===== src/rtl/seq_logic_unit.sv =====
// seq_logic_unit: slice-serial bitwise logic unit.
// Accepts two WIDTH-bit operands plus a 3-bit opcode over a valid/ready handshake.
// Evaluates SLICE bits per cycle, starting with the LSB slice.
// Holds the registered result with zero/negative flags until the consumer takes it.
//
// Ports:
//   clk        rising-edge clock
//   rst_n      synchronous active-low reset
//   in_valid   request present
//   in_ready   unit can accept a request (high only in IDLE)
//   op         opcode: AND, OR, XOR, NAND, NOR, XNOR, NOT a, PASS a
//   a, b       operands (b ignored for NOT/PASS)
//   out_valid  result available (high only in DONE)
//   out_ready  consumer takes the result
//   out        result register
//   zero       out == 0
//   neg        out[WIDTH-1]
module seq_logic_unit #(
    parameter int unsigned WIDTH = 16,
    parameter int unsigned SLICE = 4
) (
    input  logic             clk,
    input  logic             rst_n,
    input  logic             in_valid,
    output logic             in_ready,
    input  logic [2:0]       op,
    input  logic [WIDTH-1:0] a,
    input  logic [WIDTH-1:0] b,
    output logic             out_valid,
    input  logic             out_ready,
    output logic [WIDTH-1:0] out,
    output logic             zero,
    output logic             neg
);

    // SLICE is expected to divide WIDTH evenly.
    localparam int unsigned N  = WIDTH / SLICE;
    localparam int unsigned CW = (N > 1) ? $clog2(N) : 1;

    localparam logic [2:0] OP_AND  = 3'b000;
    localparam logic [2:0] OP_OR   = 3'b001;
    localparam logic [2:0] OP_XOR  = 3'b010;
    localparam logic [2:0] OP_NAND = 3'b011;
    localparam logic [2:0] OP_NOR  = 3'b100;
    localparam logic [2:0] OP_XNOR = 3'b101;
    localparam logic [2:0] OP_NOTA = 3'b110;
    localparam logic [2:0] OP_PASS = 3'b111;

    typedef enum logic [1:0] {
        ST_IDLE = 2'd0,
        ST_BUSY = 2'd1,
        ST_DONE = 2'd2
    } state_e;

    state_e            state_q;
    logic [CW-1:0]     cnt_q;
    logic [WIDTH-1:0]  a_q;
    logic [WIDTH-1:0]  b_q;
    logic [2:0]        op_q;
    logic [WIDTH-1:0]  result_q;
    logic              in_ready_q;
    logic              out_valid_q;
    logic              zero_q;
    logic              neg_q;

    logic [31:0]       off_c;
    logic [SLICE-1:0]  a_sl_c;
    logic [SLICE-1:0]  b_sl_c;
    logic [SLICE-1:0]  slice_res_c;
    logic [WIDTH-1:0]  slice_mask_c;
    logic [WIDTH-1:0]  result_d;

    // Select the active slice of the captured operands.
    always_comb begin
        off_c  = 32'(cnt_q) * SLICE;
        a_sl_c = SLICE'(a_q >> off_c);
        b_sl_c = SLICE'(b_q >> off_c);
    end

    // Bitwise function on one slice.
    always_comb begin
        slice_res_c = '0;
        case (op_q)
            OP_AND:  slice_res_c = a_sl_c & b_sl_c;
            OP_OR:   slice_res_c = a_sl_c | b_sl_c;
            OP_XOR:  slice_res_c = a_sl_c ^ b_sl_c;
            OP_NAND: slice_res_c = ~(a_sl_c & b_sl_c);
            OP_NOR:  slice_res_c = ~(a_sl_c | b_sl_c);
            OP_XNOR: slice_res_c = ~(a_sl_c ^ b_sl_c);
            OP_NOTA: slice_res_c = ~a_sl_c;
            OP_PASS: slice_res_c = a_sl_c;
            default: slice_res_c = '0;
        endcase
    end

    // Merge the new slice into its bit range of the result.
    always_comb begin
        slice_mask_c = WIDTH'({SLICE{1'b1}}) << off_c;
        result_d     = (result_q & ~slice_mask_c) | ((WIDTH'(slice_res_c) << off_c) & slice_mask_c);
    end

    // Control FSM and datapath registers; flags track the result register.
    always_ff @(posedge clk) begin
        if (!rst_n) begin
            state_q     <= ST_IDLE;
            cnt_q       <= '0;
            a_q         <= '0;
            b_q         <= '0;
            op_q        <= '0;
            result_q    <= '0;
            in_ready_q  <= 1'b1;
            out_valid_q <= 1'b0;
            zero_q      <= 1'b1;
            neg_q       <= 1'b0;
        end else begin
            case (state_q)
                ST_IDLE: begin
                    if (in_valid) begin
                        a_q         <= a;
                        b_q         <= b;
                        op_q        <= op;
                        cnt_q       <= '0;
                        result_q    <= '0;
                        zero_q      <= 1'b1;
                        neg_q       <= 1'b0;
                        in_ready_q  <= 1'b0;
                        state_q     <= ST_BUSY;
                    end
                end
                ST_BUSY: begin
                    result_q <= result_d;
                    zero_q   <= (result_d == '0);
                    neg_q    <= result_d[WIDTH-1];
                    cnt_q    <= cnt_q + CW'(1);
                    if (cnt_q == CW'(N - 1)) begin
                        out_valid_q <= 1'b1;
                        state_q     <= ST_DONE;
                    end
                end
                ST_DONE: begin
                    if (out_ready) begin
                        out_valid_q <= 1'b0;
                        in_ready_q  <= 1'b1;
                        state_q     <= ST_IDLE;
                    end
                end
                default: begin
                    state_q     <= ST_IDLE;
                    in_ready_q  <= 1'b1;
                    out_valid_q <= 1'b0;
                end
            endcase
        end
    end

    assign in_ready  = in_ready_q;
    assign out_valid = out_valid_q;
    assign out       = result_q;
    assign zero      = zero_q;
    assign neg       = neg_q;

endmodule


===== config.mk =====
export PLATFORM = sky130hd
export DESIGN_NAME = seq_logic_unit
export DESIGN_NICKNAME = d
export VERILOG_FILES = /design/src/rtl/seq_logic_unit.sv
export SDC_FILE = /design/constraint.sdc
export NUM_CORES = 1
export LEC_CHECK = 0
export CORE_ASPECT_RATIO = 0.6
export CORE_MARGIN = 3
export CORE_UTILIZATION = 56
export DETAILED_ROUTE_END_ITERATION = 7
export DONT_BUFFER_PORTS = 1
export GPL_ROUTABILITY_DRIVEN = 0
export PLACE_DENSITY = 0.74
export SYNTH_ARGS = -nofsm -noshare
export SYNTH_HDL_FRONTEND = slang
export SYNTH_SLANG_ARGS = --single-unit

===== constraint.sdc =====
create_clock -name clk -period 3.38 [get_ports clk]
set_input_delay 0.507 -clock clk [delete_from_list [all_inputs] [get_ports clk]]
set_output_delay 0.507 -clock clk [all_outputs]
set_load 0.01 [all_outputs]

After elaboration in Yosys (flattened, before gate mapping)
Cells that the tools add are included.

Bits in registers: 59. Input port bits: 39. Output and inout bits: 20. Logic and storage cells: 68.

$add $sub $neg: 1. Equal/unequal tests: 13. Shift operators: 4. Muxes and demuxes: 18. Bitwise logic cells: 13. Reduce and logical (&&, ||, !) cells: 9.

Operators with widths (count): 16-bit AND (2); 16-bit case mux with 2 select lines (1); 4-bit case mux with 8 select lines (1); 16-bit by 4-bit right shift with 4-bit output (2); 16-bit logical NOT (1); 16-bit 2-to-1 mux (1); 16-bit inverter (1); 4-bit inverter (4); 16-bit bitwise OR (1); 4-bit by 4-bit << shifter with 16-bit output (1); 4-bit by 4-bit << shifter with 16-bit output (first input constant) (1); 3-bit equality test (second input constant) (4); 3-bit AND reduction (3); 2-bit 2-to-1 mux (4); 3-bit by 2-bit equality test with 1-bit output (second input constant) (2); 2-bit != test (second input constant) (3); 1-bit case mux with 3 select lines (2); 2-bit case mux with 3 select lines (1); 1-bit 2-to-1 mux (5); 4-bit AND (1); 2-bit equality test (second input constant) (2); 4-bit bitwise OR (1); 1-bit case mux with 2 select lines (2); 2-bit case mux with 2 select lines (1); other kinds (9) (11).

Logic depth before layout (Yosys ltp)
Depth after elaboration: 9. Mapped depth: 11. Gate-level depth less buffers: 9.

Worst setup path before layout
Ideal clock, no wire load.

Path type: reg-to-reg. Start point: register cnt_q[0]. End point: register zero_q, in the netlist zero. Setup time: 0.116 ns. Arrival time: 3.073 ns. Path slack: 0.190 ns. Stages on the path, launching flop included: 12. Clock period less this slack: 3.190 ns. Cells stage by stage: dfxtp_1 > buf_6 > clkbuf_1 > mux4_2 > ha_1 > or2_1 > o221a_2 > o32a_1 > o21ai_0 > nor3_1 > a211o_1 > a41o_1.

Longest elaborated chain between the ends: 9. Elaborated cells between the ends (all ways): 18.

RTL lines: start, declared (line 56) `logic [CW-1:0] cnt_q;`; start signal, assigned (line 134) `cnt_q <= cnt_q + CW'(1);`; 16-bit by 4-bit right shift with 4-bit output, on equally long branches (line 76, 77); 4-bit bitwise XOR, or another cell as far along (line 86, 89); 4-bit inverter, on equally long branches (line 89, 87, 88); 4-bit case mux with 8 select lines (line 83) `case (op_q)`; 4-bit by 4-bit << shifter with 16-bit output (line 99) `result_d = (result_q & ~slice_mask_c) | ((WIDTH'(slice_res_c) << off_c) & slice_mask_c);`; 16-bit AND (line 99); 16-bit bitwise OR (*) (line 99); 16-bit logical NOT (*) (line 132) `zero_q <= (result_d == '0);`; 1-bit case mux with 2 select lines (*) (line 116) `case (state_q)`; end signal, assigned (line 132); end, declared (line 63) `logic zero_q;`.

Mark *: on every way between the ends. The rest lies on a longest branch, timed or not. A chain may end at the register's enable or synchronous reset.

Worst setup path after layout
Start point: register cnt_q[1]. End point: register zero_q, in the netlist zero.

Same word-level chain as after synthesis.

==> results_dict.tcl <==
set metrics [dict create \
    status "finished, final reports clean" \
    die-area_um2 6450 \
    rows 20 \
    clockPowerShare_pct 41.0 \
    setup_viol 0 \
    post_drt_wl_per_cell_um 16.7 \
    rsz0062_at_grt "false" \
    drv_slew 0 \
    instances_no_fill 427 \
    synth_cell_types 44 \
    p_total_mw 1.67 \
    worst_pin_slew_ns 0.831 \
    slew_headroom_pct 44.4 \
    cp-start-kind "flip-flop" \
    dp.final_hpwl_mm 5.18 \
    drc 0 \
    crit_path_end_kind "flip-flop" \
    p_per_area_nw_per_um2 503 \
    finClkSkew_ns 0.00582 \
    rr_endpoint "zero" \
    max_freq_mhz 321 \
    p_int_mw 1.24 \
    r2r_setup_slack_ns 0.27 \
    core_um2 5180 \
    final.period_utilization_pct 92.1 \
    reg2reg_depth 9 \
    cp.required_ns 3.61 \
    final_nets 407 \
    area_growth_pct 7.89 \
    start_util_pct 59.4 \
    yosys.area.top_type "dfxtp_1" \
    diodes 0 \
    synthTopCellsByCount "nand2_1, dfxtp_1, a21boi_0, nor2b_1, inv_1" \
    seqPwrFrac_pct 45.0 \
    hold_depth 1 \
    cts_made_buffers 9 \
    cts_root_buffer "clkbuf_8" \
    drive_gt1_share_pct 9.42 \
    synth_edf_count 0 \
    chipWidth_um 102 \
    synthCells 362 \
    synth-main-ff-cell "dfxtp_1" \
    ir_worst_vdd_mv 0.295 \
    worstHoldPathType "input pin to flip-flop" \
    grt_pass1_wl_mm 11.9 \
    overflow 0 \
    postRouteAntennaNets 0 \
    clockBufferDepth 2 \
    switching_share_pct 25.7 \
    post-synth-top-count-cell "nand2_1" \
    htree_num_levels 3 \
    post_cts_buffers 0 \
    grt_pass1_vias 2396 \
    ios 59 \
    synth_top_area_share_pct 37.8 \
    cts_num_sinks 58 \
    switchingPower_uw 429 \
    detail_route.first_pass.iterations 5 \
    cap_viol_max_count 0 \
    fp.dieH_um 63.4 \
    fill_cells 455 \
    antenna_found_initial 0 \
    worstSetupPathType "flip-flop to flip-flop" \
    reg2reg_from "cnt_q[1]" \
    synth.avg_cell_area_um2 8.50 \
    ys_seq_area_share_pct 37.8 \
    cp.arrival_ns 3.34 \
    cts_tree "done" \
    grt_max_degree 59 \
    worstHoldStart "rst_n" \
    ctsHoldBuffers 0 \
    static-leakage-power_nw 1.21 \
    netlist_area_um2 3080 \
    clk_latency_ns 0.34 \
    viasPerCell 6.03 \
    num_vias 2576 \
    hold_violations 0 \
    drt_iter0_markers 218 \
    io_buffer_count 0 \
    ys_ff_latch 58 \
    synthArstFlopShare_pct 0 \
    setup-tns-final_ns 0 \
    ys_warn_count 0 \
    cts.clk_slew.worst_paths_ns 0.06 \
    cts_resized 0 \
    dp.cells 411 \
    hold-path-endpoint "in_ready" \
    yosys-top-cells-area "dfxtp_1, nand2_1, a21boi_0, mux4_2, ha_1" \
    drt_wl_total_mm 7.12 \
    grt_usage_pct 23.6 \
    combPwrFrac_pct 14.0 \
    path_max_fanout 15 \
    synth_nets 413 \
    min_period_ns 3.11 \
]
[state kept, by name, summed over array words and instances, names as in the netlist]
name	flops
zero	1
cnt_q	2
out	16
out_valid	1
in_ready	1
state_q	2
b_q	16
a_q	16
op_q	3
[layout make-up]
cell class	instances	area, um^2	share of cell area [%]
multi-input cells	263	1750	52.6
inverters	18	67.6	2.04
clock inverters	1	30.0	0.905
repair buffers	6	45.0	1.36
flip-flops and latches	58	1160	35.0
well taps	66	82.6	2.49
clock buffers	15	186	5.62
[power by group through the flow]
stage	clock network, mW	registers, mW	logic [mW]
2_1_floorplan	0	0.748	0.197
3_3_place_gp	0	0.765	0.220
3_5_place_dp	0	0.765	0.228
4_1_cts	0.695	0.750	0.230
5_1_grt	0.728	0.755	0.258
6_report	0.684	0.751	0.234
[metrics by stage]
step | util, % | instance area (um^2) | hold slack (ns) | setup WS, ns
floorplan | - | 3080 | 0.439 | 0.190
global placement | 59.9 | 3100 | 0.453 | 0.428
detailed placement | 59.9 | 3100 | 0.454 | 0.314
CTS | 64.1 | 3320 | 0.220 | 0.293
global route | 64.1 | 3320 | 0.226 | 0.139
finish | 64.1 | 3320 | 0.233 | 0.266
[cells by family (layout without fill, tap and decap cells)]
group | Yosys count | in the layout | share of synthesized area [%]
DFF | 58 | 58 | 37.8
adders and majority gates | 12 | 12 | 4.88
muxes | 9 | 9 | 6.31
xor gates and xnor gates | 4 | 4 | 1.38
buffers and inverters | 41 | 40 | 5.65
and+or+nand+nor | 145 | 145 | 21.3
AOI/OAI and AO/OA | 93 | 93 | 22.7
[cells in the final DEF (no fill, tap or decap), types with 2 or more instances in the layout]
master,synthesis,final
a211oi_1,3,3
a21boi_0,38,38
a21oi_1,12,12
a221oi_1,3,3
a22oi_1,7,7
a32oi_1,6,6
and2_1,3,3
buf_4,3,6
clkbuf_1,15,2
clkbuf_8,0,13
dfxtp_1,58,58
ha_1,12,12
inv_1,17,17
mux4_2,7,7
nand2_1,82,82
nand3_1,5,5
nor2_1,14,14
nor2b_1,18,18
nor3_1,12,12
nor3b_1,3,2
nor4_1,3,3
o211a_1,2,2
o21ai_0,7,7
o221a_2,2,2
o22ai_1,3,3
o32a_1,2,2
o32ai_1,3,3
xnor2_1,3,3
[worst max-delay path by stage]
stage                     startpoint    to  slack, ns
after floorplan             cnt_q[0]  zero       0.19
after global placement      cnt_q[0]  zero       0.43
after detailed placement    cnt_q[0]  zero       0.31
after CTS                   cnt_q[0]  zero       0.29
after global routing        cnt_q[1]  zero       0.14
final                       cnt_q[1]  zero       0.27
[metal layers]
layer / up-vias / wire length [um] / track usage, %
met5: - / 0 / 0
li1: 1257 / - / -
met2: 104 / 2950 / 31.1
met4: 0 / 57 / 7.46
met1: 1209 / 3500 / 35.4
met3: 6 / 604 / 8.30
[critical path, cell delays in order, from the launching register on]
cell and delay, ns:
dfxtp_1 0.74, mux4_1 0.45, ha_1 0.22, or2_2 0.28, o221a_2 0.25, o32ai_1 0.13, o32ai_1 0.26, nor2b_1 0.21
a211o_1 0.29, a41o_1 0.17
Note: power is estimated with default switching activity, not from simulation.
